<file path="config.mk">
export PLATFORM = sky130hd
export DESIGN_NAME = clk_div_meter
export DESIGN_NICKNAME = d
export VERILOG_FILES = /design/src/rtl/clk_div_meter.sv
export SDC_FILE = /design/constraint.sdc
export NUM_CORES = 1
export LEC_CHECK = 0
export BUFFER_PORTS_ARGS = -buffer_cell sky130_fd_sc_hd__buf_2
export CAP_MARGIN = 20
export CORE_ASPECT_RATIO = 1.5
export CORE_MARGIN = 4
export CORE_UTILIZATION = 32
export CTS_CLUSTER_DIAMETER = 120
export DETAILED_ROUTE_END_ITERATION = 6
export GPL_TIMING_DRIVEN = 0
export SLEW_MARGIN = 10
export SYNTH_ARGS = -nofsm -noshare
export SYNTH_HDL_FRONTEND = slang
export SYNTH_SLANG_ARGS = --single-unit
</file>
<file path="constraint.sdc">
create_clock -name clk -period 6.65 [get_ports clk]
set_clock_uncertainty 0.15 [all_clocks]
set_input_delay 1.33 -clock clk [delete_from_list [all_inputs] [get_ports clk]]
set_output_delay 1.33 -clock clk [all_outputs]
set_load 0.05 [all_outputs]
</file>
<file path="src/rtl/clk_div_meter.sv">
// Half-period meter for a slow clock-like input sampled in the clk domain.
// Reports high/low lengths, the matching divider prescaler, symmetry and stall status.
module clk_div_meter #(
    parameter int unsigned COUNT_WIDTH = 16,
    parameter int unsigned SYNC_STAGES = 2
) (
    input  logic                   clk,
    input  logic                   rst_n,
    input  logic                   clk_in,
    input  logic                   en,
    output logic [COUNT_WIDTH-1:0] high_cycles,
    output logic [COUNT_WIDTH-1:0] low_cycles,
    output logic [COUNT_WIDTH-1:0] prescaler_est,
    output logic                   symmetric,
    output logic                   meas_valid,
    output logic                   stalled
);

    localparam logic [COUNT_WIDTH-1:0] CNT_MAX = '1;
    localparam logic [COUNT_WIDTH-1:0] CNT_ONE = COUNT_WIDTH'(1);

    typedef enum logic [1:0] {
        ARM  = 2'd0,
        HIGH = 2'd1,
        LOW  = 2'd2
    } state_t;

    logic [SYNC_STAGES-1:0] sync_q;
    logic                   prev_q;
    logic                   synced;
    logic                   rise;
    logic                   fall;

    state_t                 state_q, state_d;
    logic [COUNT_WIDTH-1:0] cnt_q, cnt_d;
    logic [COUNT_WIDTH-1:0] high_len_q, high_len_d;
    logic [COUNT_WIDTH-1:0] high_d, low_d, presc_d;
    logic                   sym_d, valid_d, stalled_d;

    // Input synchronizer plus one extra flop for edge detection
    always_ff @(posedge clk or negedge rst_n) begin
        if (!rst_n) begin
            sync_q <= '0;
            prev_q <= 1'b0;
        end else begin
            sync_q <= {sync_q[SYNC_STAGES-2:0], clk_in};
            prev_q <= sync_q[SYNC_STAGES-1];
        end
    end

    assign synced = sync_q[SYNC_STAGES-1];
    assign rise   = synced & ~prev_q;
    assign fall   = ~synced & prev_q;

    // State, counter and registered measurement outputs
    always_ff @(posedge clk or negedge rst_n) begin
        if (!rst_n) begin
            state_q       <= ARM;
            cnt_q         <= '0;
            high_len_q    <= '0;
            high_cycles   <= '0;
            low_cycles    <= '0;
            prescaler_est <= '0;
            symmetric     <= 1'b0;
            meas_valid    <= 1'b0;
            stalled       <= 1'b0;
        end else begin
            state_q       <= state_d;
            cnt_q         <= cnt_d;
            high_len_q    <= high_len_d;
            high_cycles   <= high_d;
            low_cycles    <= low_d;
            prescaler_est <= presc_d;
            symmetric     <= sym_d;
            meas_valid    <= valid_d;
            stalled       <= stalled_d;
        end
    end

    // Next-state and output logic; an edge coinciding with a full counter wins over stall
    always_comb begin
        state_d    = state_q;
        cnt_d      = cnt_q;
        high_len_d = high_len_q;
        high_d     = high_cycles;
        low_d      = low_cycles;
        presc_d    = prescaler_est;
        sym_d      = symmetric;
        valid_d    = 1'b0;
        stalled_d  = stalled;

        if (!en) begin
            state_d = ARM;
            cnt_d   = '0;
        end else begin
            case (state_q)
                ARM: begin
                    if (rise) begin
                        state_d = HIGH;
                        cnt_d   = CNT_ONE;
                    end
                end
                HIGH: begin
                    if (fall) begin
                        high_len_d = cnt_q;
                        cnt_d      = CNT_ONE;
                        state_d    = LOW;
                    end else if (cnt_q == CNT_MAX) begin
                        stalled_d = 1'b1;
                        cnt_d     = '0;
                        state_d   = ARM;
                    end else begin
                        cnt_d = cnt_q + CNT_ONE;
                    end
                end
                LOW: begin
                    if (rise) begin
                        high_d    = high_len_q;
                        low_d     = cnt_q;
                        presc_d   = high_len_q - CNT_ONE;
                        sym_d     = (high_len_q == cnt_q);
                        valid_d   = 1'b1;
                        stalled_d = 1'b0;
                        cnt_d     = CNT_ONE;
                        state_d   = HIGH;
                    end else if (cnt_q == CNT_MAX) begin
                        stalled_d = 1'b1;
                        cnt_d     = '0;
                        state_d   = ARM;
                    end else begin
                        cnt_d = cnt_q + CNT_ONE;
                    end
                end
                default: begin
                    state_d = ARM;
                    cnt_d   = '0;
                end
            endcase
        end
    end

endmodule

</file>
# After elaboration in Yosys (flattened, before gate mapping)
# Index checks and enable logic that the tools add are counted.
# word_totals
regBits	88
mem_bits_ro	0
ram_bits	0
elab_cells	47
mem_count	0
input_bits	4
output_inout_bits	51
latch_bits	0
# classes
magnitude_cmp	0
n_shift	0
div	0
reduce_logical	5
add_sub_neg	2
n_mux	19
eq_ne	6
n_bitwise	4
mul	0
# ops
operator	n
two-way mux 16 bit	5
one-hot mux 16 bit (3 select lines)	1
adder 16 x 1 -> 16 bit, second input constant	1
equality test 16 bit	1
equality test 16 bit, second input constant	1
subtractor 16 x 1 -> 16 bit, second input constant	1
two-way mux 2 bit	5
AND reduction 3 bit	3
two-way mux 1 bit	6
one-hot mux 2 bit (3 select lines)	1
!= test 3 bit, second input constant	1
bitwise AND 1 bit	2
equality test 2 x 1 -> 1 bit, second input constant	1
equality test 2 bit, second input constant	1
zero test 2 bit	1
!= test 2 bit, second input constant	1
NOT 1 bit	2
one-hot mux 1 bit (2 select lines)	1
nonzero test 2 bit	1

# Depth between registers and ports, before layout
# Gate-level depths: netlist of run 1.
# depth
ltp_word	5
depth_mapped	8

# Least setup slack after synthesis of run 1
# Ideal clock, no wire load.
# synth_timing
kind	input port to flip-flop
from	input port en
to	register high_cycles[2]
setup_time_ns	0.118
arrival_ns	2.672
required_time_ns	6.382
cell_stages	8
path_buffers	4
slack_ns	3.711
cell_sequence	clkbuf_1 inv_1 or3_1 clkbuf_8 clkbuf_1 clkbuf_1 nand2_1 nand2_1
# synth_between
elab_chain_cells	1
# synth_lines
element	line	text
start: declaration	10	input logic en,
AND reduction 3 bit (no line)	-	
end signal: assignment	71	high_cycles <= high_d;
end: declaration	11	output logic [COUNT_WIDTH-1:0] high_cycles,
# No other way between the ends.
# A chain may end at the register's enable or synchronous reset.

# Final worst setup path of run 1
# layout_timing
from	input port en
to	register cnt_q[9]
# layout_between
elab_chain_cells	1
word_cells_on_any_way	2
cone_classes	1 x eq/ne; 1 x mux
# layout_lines
element	line	text
!= test 3 bit (no line) or two-way mux 16 bit (tied branches)	-	
end signal: assignment	69	cnt_q <= cnt_d;
end: declaration	35	logic [COUNT_WIDTH-1:0] cnt_q, cnt_d;
# Several ways; a longest one is shown, not always the timed one.

==> impl_results.md, run 1 <==
- CTS-repair resized insts: 0
- 1st-iter DRT viols: around 120
- Total GRT Usage: around 14%
- Synth area leaders: dfrtp_1, nand2_1, xor2_1
- First-pass GRT wire length: between 15 and 20 mm
- RePlAce Congestion: 0.823
- Antenna Cells: 0
- CP most frequent cell: nor2_1
- Register area share after synthesis: between 50% and 60%
- Unrepaired setup endpoints after global routing: false
- Io pins: between 50 and 60
- Critical path endpoint category: flop
- Slew HR: ~54%
- Final hold violation count: 0
- Worst setup margin: 3.66 ns
- Nets: 485
- Tcrit/Tclk final: 44.9%
- Via density: 4.76
- List of most frequent post-synthesis cells: nand2_1, dfrtp_1, xor2_1, nor2_1, o21ai_1
- Drt drc: 0
- Worst slack at placement: approximately 3.3 ns
- VDD IR max: between 100 and 150 µV
- Wire length per cell: 15.1 µm
- Syn Area/Cell: 9.79 µm²
- CP delay by family, top: simple AND/OR/NAND/NOR gates
- Die Area: between 0.01 and 0.015 mm²
- TritonRoute pass-1 iters: 4
- Leading area contributor after synthesis: dfrtp_1
- Number of synthesized flops with an enable pin: 0
- Final slew viol count: 0
- # hold bufs at CTS: 0
- Post-Synthesis Cells: about 410
- DRT Wirelength: 9.69 mm
- Core box area: roughly 0.012 mm²
- Post-synthesis sequential element count: between 80 and 90
- H-Tree Depth: 3
- Worst-skew pair later-pin latency: about 0.34 ns
- Share of layout cells above drive strength 1: 21.5%
- Via count: between 3k and 4k
- Cells along the critical path: clkbuf_1 -> inv_1 -> or3b_1 -> a21oi_1 -> nor2_1 -> nor2_1
- Vias in the first global route: roughly 3.1k
- Setup violations, final: 0
- Die boundary width: between 90 and 100 µm
- Setup Total Neg Slack: 0 ns
- Critical Path Max Stage Delay: between 0.4 and 0.5 ns
- Buf+Inv Stages, Crit Path: 2
- Synth async-reset ratio: 100%
- CP max FO: 9
- Total congestion overflow: 0
- Setup repair bufs after CTS: 0
- Row cnt: 50
- CP Class: input port to flop
- Fillers: 1264
- Dpl hpwl: around 7.1 mm
- F_max: around 330 MHz
- Post-DRT Antenna Nets: 0
- CP Launch Type: input port
- Synthesized area: a little over 0.004 mm²
- P per Cell Area: around 280 mW/mm²
- Clock transition at the registers of the reported paths: 0.06 ns
- Distinct cells, synth: between 40 and 50
- Starting density of the core: between 30% and 40%
- CTS Buf Count: 9
- Synth Flop Type: dfrtp_1
- Yosys top cell area share: 54.3%
- CTS tree: done
- Die Ht: between 100 and 150 µm
- Type of the most critical hold path: flop to flop
- Largest net degree at the start of global routing: 60
- Worst EP required: between 6 and 7 ns
- Lkg Pwr: between 2 and 3 nW
- Clock buffer depth: 2
- Most common cell in the netlist: nand2_1
- Non-filler instance count after layout: 640
- Critical path data arrival time: 3.10 ns
- # port buffers: 53
- Placed cells: 624
- Root buffer cell: clkbuf_16
- Syn Nets: 420
- Max-cap violations: 0
- Worst path slowest cell: a21oi_1
- Synth-to-layout area growth: 19.5%
- Status: completed
- Crit path time final: roughly 3 ns
- Worst slew pin tran: a little under 0.7 ns
- Clk sinks: just under 90
- Syn. warnings: 0
- Antenna violations before repair: 0
worst register-to-register path, stage by stage (launching register included):
cell     delay, ns
dfrtp_1       0.52
ha_1          0.27
nand3_1       0.16
nor4_2        0.67
a21oi_1       0.28
nor2_1        0.55
nor2_1        0.12
sequential cells by signal, summed over array words and instances, names as in the netlist:
register,count
low_cycles,16
meas_valid,1
state_q,2
prev_q,1
stalled,1
symmetric,1
sync_q,2
high_len_q,16
prescaler_est,16
cnt_q,16
high_cycles,16
kinds of logic after synthesis:
group,count (synthesis),share of synthesized area (%)
AO/OA/AOI/OAI,44,6.20
XOR/XNOR,39,8.43
adder cells (fa/ha/maj),2,0.617
buffers and inverters,32,4.10
flip-flops,88,54.3
multiplexers,15,4.17
AND/OR/NAND/NOR,194,22.2
worst paths after layout:
kind | start | to | slack (ns) | cells after the start
setup / recovery | en | cnt_q[9] | 3.66 | 6
hold / removal | sync_q[0] | sync_q[1] | 0.20 | 0
setup reg to reg | cnt_q[0] | cnt_q[9] | 3.80 | 6
hold reg to reg | sync_q[0] | sync_q[1] | 0.20 | 0
max in group asynchronous | rst_n | high_cycles[10] | 4.94 | 2
min in group asynchronous | rst_n | low_cycles[6] | 0.78 | 1
per-layer routing:
metal / track usage, % / part of all wire, %
met5: 0 / 0
met4: 7.11 / 3.2
met3: 3.21 / 4.6
met2: 23.9 / 52
met1: 15.5 / 40
report_power, final:
group	internal, mW	switching [mW]	total, mW
clock	0.301	0.208	0.508
sequential	0.567	0.0209	0.588
combinational	0.0671	0.180	0.247
total	0.935	0.408	1.34
final cells by class:
| class | instances | area [µm²] | area share, % |
|---|---|---|---|
| Clock inverter | 5 | 56.3 | 1.16 |
| Buffer | 26 | 144 | 2.97 |
| Inverter | 6 | 22.5 | 0.465 |
| Multi-Input combinational cell | 294 | 1690 | 34.8 |
| Clock buffer | 11 | 243 | 5.01 |
| Sequential cell | 88 | 2200 | 45.5 |
| Timing Repair Buffer | 54 | 295 | 6.10 |
| Tap cell | 156 | 195 | 4.03 |
layout by cell type, fill, tap and decap left out, drive strengths merged:
cell type	Yosys	layout
inv	6	6
clkinvlp	0	1
nor4	8	8
clkinv	0	3
o21ai	26	26
mux2	15	15
o31ai	1	1
and3	7	7
or3	5	5
or3b	1	1
and4	1	1
nand4	9	9
ha	2	2
clkbuf	18	29
nand2b	3	3
buf	8	62
nor4b	1	1
nor3	5	5
nor2b	2	2
o221ai	1	1
a21o	3	3
and2	1	1
nand2	117	117
o22ai	1	1
xor2	26	26
xnor2	13	13
a21oi	7	7
nand3	10	10
a22o	1	1
dfrtp	88	88
or4	1	1
bufinv	0	1
nor3b	1	1
nor2	22	22
a31oi	4	4
metrics by stage:
step / total power [mW] / utilization (%) / cell area [µm²] / hold slack (ns)
5_1_grt: 1.40 / 38.9 / 4840 / 0.217
2_1_floorplan: 0.780 / - / 4050 / 0.181
3_3_place_gp: 0.841 / 36.3 / 4510 / 0.189
3_5_place_dp: 0.849 / 36.5 / 4540 / 0.189
6_report: 1.34 / 38.9 / 4840 / 0.202
4_1_cts: 1.36 / 38.9 / 4840 / 0.203
Note: power is estimated with default switching activity, not from simulation.
==> inputs of run 2 (changes only) <==
--- a/config.mk
+++ b/config.mk
@@ -5,6 +5,7 @@
 export SDC_FILE = /design/constraint.sdc
 export NUM_CORES = 1
 export LEC_CHECK = 0
+export ABC_AREA = 1
 export BUFFER_PORTS_ARGS = -buffer_cell sky130_fd_sc_hd__buf_2
 export CAP_MARGIN = 20
 export CORE_ASPECT_RATIO = 1.5
==> constraint.sdc (replaced) <==
create_clock -name clk -period 3.1 [get_ports clk]
set_clock_uncertainty 0.15 [all_clocks]
set_input_delay 0.62 -clock clk [delete_from_list [all_inputs] [get_ports clk]]
set_output_delay 0.62 -clock clk [all_outputs]
set_load 0.05 [all_outputs]
==> run 2 against run 1 <==
Synthesized cell count rose by 20%. Combinational power rose by 140%. Largest cell class unchanged. Area after synthesis is 4.6% higher.
==> impl_results.md, run 2 <==
- Status: completed
- First-pass GRT wire length: 18.1 mm (+15%)
- Total GRT Usage: 15.2% (+1.4 points)
- Slew HR: 70.3% (+16 points)
- Synth area leaders: dfrtp_1, nand2_1, o21ai_0
- Nets: 570 (+18%)
- Clock transition at the registers of the reported paths: 0.06 ns (about the same)
- Post-Synthesis Cells: 498 (+20%)
- Most frequent cells in the layout: nand2_1, dfrtp_1, buf_2
- Synth async-reset ratio: 100% (unchanged)
- Via count: 3496 (+15%)
- Synth-to-layout area growth: 18.1%
- Number of synthesized flops with an enable pin: 0 (unchanged)
- H-Tree Depth: 3 (unchanged)
- Die Area: 0.0152 mm² (+4.3%)
- Setup Total Neg Slack: 0 ns (unchanged)
- Lkg Pwr: 2.59 nW (-0.48%)
- Drt drc: 0 (unchanged)
- XOR/XNOR share of the synthesized area: 3.72% (-4.7 points)
- Syn Area/Cell: 8.51 µm² (-13%)
- Vias in the first global route: 3560 (+14%)
- Total congestion overflow: 0 (unchanged)
- Post-DRT Antenna Nets: 0 (unchanged)
- Crit path time final: around 2 ns
- Syn. warnings: 0 (unchanged)
- Share of layout cells above drive strength 1: 20.6% (-0.93 points)
- Max-cap violations: 0 (unchanged)
- Worst slew pin tran: 0.445 ns (-0.241 ns)
- 1st-iter DRT viols: 207 (+70%)
- P per Cell Area: 582 mW/mm² (+110%)
- # hold bufs at CTS: 0 (unchanged)
- Type of the most critical hold path: input port to async pin
- Most common cell in the netlist: nand2_1
- Critical path data arrival time: 2.05 ns (-1.05 ns)
- Synth Area in Adders: 0.590% (-0.027 points)
- Root buffer cell: clkbuf_16
- CP max FO: 5 (-4)
- Fillers: 1363 (+7.8%)
- VDD IR max: 216 µV (+69%)
- Largest net degree at the start of global routing: 62 (+3.3%)
- Post-Synth Simple-Gate Area: 28.1% (+5.9 points)
- Via density: 4.80 (+0.97%)
- Row cnt: 51 (+2.0%)
- Yosys top cell area share: 51.9% (-2.4 points)
- Commonest non-fill, non-tap cell in the layout: nand2_1
- CTS tree: done
- # port buffers: 54 (+1.9%)
- Starting density of the core: 32.7% (+0.16 points)
- Setup repair bufs after CTS: 0 (unchanged)
- Final hold violation count: 0 (unchanged)
- Tcrit/Tclk final: 63.7%
- R2R depth: 9 (+3)
- RR Startpoint: high_len_q[0]
- Register area share after synthesis: 51.9% (-2.4 points)
- Syn Nets: 504 (+20%)
- Setup violations, final: 0 (unchanged)
- Distinct cells, synth: 35 (-17%)
- Unrepaired setup endpoints after global routing: false
- Largest family of logic cells by synthesized area: simple AND/OR/NAND/NOR gates
- Post-synthesis mux area share: 0% (-4.2 points)
- CTS-repair resized insts: 0 (unchanged)
- DRT Wirelength: 11.0 mm (+14%)
- Antenna violations before repair: 0 (unchanged)
- CP Class: flop to flop
- Antenna Cells: 0 (unchanged)
- Die boundary width: 102 µm (+2.1%)
- Critical R2R Capture: prescaler_est[12]
- Final slew viol count: 0 (unchanged)
- Leading area contributor after synthesis: dfrtp_1
- TritonRoute pass-1 iters: 4 (unchanged)
- Core box area: 0.0130 mm² (+4.1%)
- Clk sinks: 88 (unchanged)
- Synthesized area: 0.00424 mm² (+4.6%)
- Critical path endpoint category: flop
- Worst EP required: 3.18 ns (-3.59 ns)
- Wire length per cell: 15.1 µm (-0.12%)
- List of most frequent post-synthesis cells: nand2_1, dfrtp_1, nor2_1, o21ai_0, inv_1
- R2R setup slack: 1.12 ns (-2.68 ns)
- Worst-skew pair later-pin latency: 0.34 ns (about the same)
- Synth Flop Type: dfrtp_1
- CTS Buf Count: 9 (unchanged)
- CP Launch Type: flop
- Io pins: 55 (unchanged)
- Die Ht: 149 µm (+2.1%)
- Hold slack: 0.0482 ns (-0.154 ns)
- Post-synthesis sequential element count: 88 (unchanged)
- F_max: just over 500 MHz
- RePlAce Congestion: 0.966 (+17%)
- Clock buffer depth: 2 (unchanged)
- Synth Area in Compound Gates: 8.03% (+1.8 points)
- Dpl hpwl: 8.24 mm (+15%)
run 2: metrics by stage:
stage | instance area [µm²] | util, % | total power [mW] | instances | setup WS [ns]
detailed placement | 4740 | 36.6 | 1.94 | 712 | 1.09
global placement | 4710 | 36.3 | 1.92 | 711 | 0.476
global route | 5010 | 38.7 | 3.05 | 728 | 0.955
floorplan | 4240 | - | 1.76 | 498 | 1.47
finish | 5010 | 38.7 | 2.91 | 728 | 1.12
CTS | 5010 | 38.7 | 2.94 | 728 | 1.08
run 2: kinds of logic (layout without fill, tap and decap cells):
kind of cell	Yosys count	after routing
fa+ha+maj	2	2
buf+inv	66	137
xor+xnor	18	18
compound gates	63	63
flops	88	88
simple gates	261	261
run 2: routing by layer:
metal	wire length [µm]	vias up	track usage (%)
li1	-	1716	-
met3	495	11	2.81
met1	4280	1687	17.1
met2	6030	82	27.9
met4	204	0	5.78
met5	0	-	0
run 2: layout make-up:
type                       instances  area, µm²  share of cell area (%)
sequential                        88       2200                    44.0
multi-input combinational        344       1710                    34.2
timing repair buffer              55        300                    6.00
clock buffer                      14        254                    5.07
tap                              159        199                    3.97
inverter                          43        164                    3.27
buffer                            23        160                    3.20
clock inverter                     2       15.0                   0.300
run 2: worst max-delay path, cell delays in order, from the launching register on:
cell	delay, ns
dfrtp_1	0.43
inv_1	0.15
ha_1	0.24
nand3_1	0.13
nor2_1	0.26
nand3_1	0.15
inv_1	0.15
nand2_1	0.07
nand3_1	0.07
nand3_1	0.06
run 2: worst max path at each step:
stage,start,end,cells past startpoint
floorplan,high_len_q[0],prescaler_est[12],9
global placement,rst_n,high_cycles[10],1
detailed placement,high_len_q[0],prescaler_est[12],9
CTS,high_len_q[0],prescaler_est[12],9
global route,high_len_q[0],prescaler_est[12],9
finish,high_len_q[0],prescaler_est[12],9
run 2: power breakdown:
part,leakage [nW],switching [mW],internal (mW),total [mW]
Sequential,1.19,0.0832,1.24,1.33
Combinational,1.28,0.432,0.155,0.587
Clock,0.123,0.436,0.567,1.00
Total,2.59,0.951,1.96,2.91
==> inputs of run 3 (changes only) <==
==> constraint.sdc (replaced) <==
create_clock -name clk -period 1.8 [get_ports clk]
set_clock_uncertainty 0.15 [all_clocks]
set_input_delay 0.36 -clock clk [delete_from_list [all_inputs] [get_ports clk]]
set_output_delay 0.36 -clock clk [all_outputs]
set_load 0.05 [all_outputs]
==> run 3 against run 2 <==
Via count increased by 1.5%. Global-route usage about the same. Sequential power up 72%. Fmax is 16% higher. Clock power rose by 72%. Worst hold slack improved by 0.13 ns. Combinational power is 87% higher. Routed wire length increased by 1.1%. Critical path depth is the same. Total power is 75% higher. First-iteration DRC count is 18% higher. Critical endpoint unchanged. Largest power group unchanged. Highest routed layer unchanged.
==> impl_results.md, run 3 (synthesis results as in run 2) <==
- Status: completed
- Root buffer cell: clkbuf_16
- CP Class: flop to flop
- Max-cap violations: 0 (unchanged)
- Fillers: 1349 (-1.0%)
- Placed cells: 712 (unchanged)
- RePlAce Congestion: 0.966 (unchanged)
- Multi-input gate area: 0.00177 mm² (+3.4%)
- Core box area: 0.0130 mm² (unchanged)
- Antenna Cells: 0 (unchanged)
- VDD IR max: 379 µV (+76%)
- Most frequent cells in the layout: nand2_1, dfrtp_1, buf_2
- Tcrit/Tclk final: 95.0% (+31 points)
- Worst-skew pair later-pin latency: 0.34 ns (about the same)
- Lkg Pwr: 2.63 nW (+1.2%)
- Hold Path Cell Cnt: 3
- P per Cell Area: 996 mW/mm² (+71%)
- Routed wl met3: 460 µm (-7.1%)
- CTS Buf Count: 9 (unchanged)
- RR Startpoint: high_len_q[0]
- R2R setup slack: 0.09 ns (-1.03 ns)
- H-Tree Depth: 3 (unchanged)
- Vias in the first global route: 3566 (+0.17%)
- Commonest non-fill, non-tap cell in the layout: nand2_1
- Worst path slowest cell: dfrtp_2
- Clk sinks: 88 (unchanged)
- First-pass GRT wire length: 18.1 mm (+0.23%)
- Critical R2R Capture: prescaler_est[12]
- Row cnt: 51 (unchanged)
- Max Used Layer: met4
- Wire length per cell: 15.1 µm (+0.11%)
- Total congestion overflow: 0 (unchanged)
- R2R depth: 9 (unchanged)
- Worst slew pin tran: 0.460 ns (+0.0151 ns)
- Crit path time final: 1.71 ns (-0.266 ns)
- F_max: 585 MHz (+16%)
- # port buffers: 54 (unchanged)
- Io pins: 55 (unchanged)
- Synth-to-layout area growth: 21.1%
- CTS tree: done
- Cells along the critical path: inv_2 -> ha_4 -> nand3_2 -> nor2_4 -> nand3_2 -> inv_2 -> nand2_1 -> nand3_1 -> nand3_1
- Die boundary width: 102 µm (unchanged)
- Via density: 4.83 (+0.52%)
- Share of layout cells above drive strength 1: 24.0% (+3.4 points)
- Post-DRT Antenna Nets: 0 (unchanged)
- Type of the most critical hold path: input port to flop
- Die Area: 0.0152 mm² (unchanged)
- Hold-critical path endpoint: cnt_q[7]
- Largest net degree at the start of global routing: 62 (unchanged)
- Total GRT Usage: 15.3% (+0.029 points)
- Via count: 3548 (+1.5%)
- Drt drc: 0 (unchanged)
- Critical path data arrival time: 1.79 ns (-0.26 ns)
- Worst slack at placement: -0.207 ns (-1.30 ns)
- Non-filler instance count after layout: 735 (+0.96%)
- DRT met1 WL: 4.29 mm (+0.33%)
- CP max FO: 5 (unchanged)
- Clock buffer depth: 2 (unchanged)
- Final slew viol count: 0 (unchanged)
- Worst setup margin: 0.0907 ns (-1.03 ns)
- Unrepaired setup endpoints after global routing: false
- WL met2: 6.10 mm (+1.2%)
- 1st-iter DRT viols: 245 (+18%)
- Final core occ: 39.6% (+0.99 points)
- Dpl hpwl: 8.24 mm (unchanged)
- Critical path endpoint category: flop
- Starting density of the core: 32.7% (unchanged)
- CP Launch Type: flop
- Antenna violations before repair: 0 (unchanged)
- Setup violations, final: 0 (unchanged)
- Clock transition at the registers of the reported paths: 0.06 ns (about the same)
- Slew HR: 69.3% (-1.0 points)
- TritonRoute pass-1 iters: 5 (+1)
- Worst EP required: 1.88 ns (-1.30 ns)
- HP Start: en
- Critical Path Max Stage Delay: 0.46 ns (+0.03 ns)
- Nets: 577 (+1.2%)
- Final hold violation count: 0 (unchanged)
- Storage cell area: 0.00221 mm² (+0.17%)
- Die Ht: 149 µm (unchanged)
- Pwr Total: 5.11 mW (+75%)
- DRT Wirelength: 11.1 mm (+1.1%)
run 3: cell type report:
class	count	share of cell area (%)
multi-input cells	344	34.5
well taps	159	3.87
flip-flops and latches	88	43.0
clock buffers	14	4.95
repair buffers	62	6.97
clock inverters	2	0.292
inverters	43	3.29
plain buffers	23	3.19
run 3: worst max-delay path by stage:
stage                        startpoint  cells past startpoint                end
after detailed placement  high_len_q[0]                      9  prescaler_est[12]
final                     high_len_q[0]                      9  prescaler_est[12]
after floorplan           high_len_q[0]                      9  prescaler_est[12]
after CTS                 high_len_q[0]                      9  prescaler_est[12]
after global routing      high_len_q[2]                      6  prescaler_est[11]
after global placement            rst_n                      1    high_cycles[10]
run 3: power by group:
| part | total (mW) | switching (mW) | internal, mW |
|---|---|---|---|
| Combinational | 1.10 | 0.786 | 0.318 |
| Clock | 1.72 | 0.746 | 0.976 |
| Sequential | 2.29 | 0.146 | 2.14 |
run 3: routing by layer:
metal,vias up,GRT usage [%]
met3,17,2.81
met2,82,28.0
li1,1728,-
met5,-,0
met4,0,5.78
met1,1721,17.2
run 3: what timing repair did:
item                                    CTS  global route
resized for setup                         8            16
endpoints found under the hold margin    28             0
buffers inserted                          0             5
endpoints found under the setup margin   18            51
hold buffers                              2             0
pin swaps                                 0             3
run 3: critical path: cells and delay by family, from the launching register on:
kind | cells | cell delay, ns
adders and majority gates | 1 | 0.17
buffers and inverters | 2 | 0.23
and+or+nand+nor | 6 | 0.59
DFF | 1 | 0.46
run 3: stage by stage:
step           cell area, µm²  hold slack, ns   TNS (ns)
2_1_floorplan            4240         -0.0856          0
3_3_place_gp             4710           0.190     -49.53
3_5_place_dp             4740           0.163     -0.840
4_1_cts                  5040           0.166  -0.000969
5_1_grt                  5130           0.201          0
6_report                 5130           0.174          0
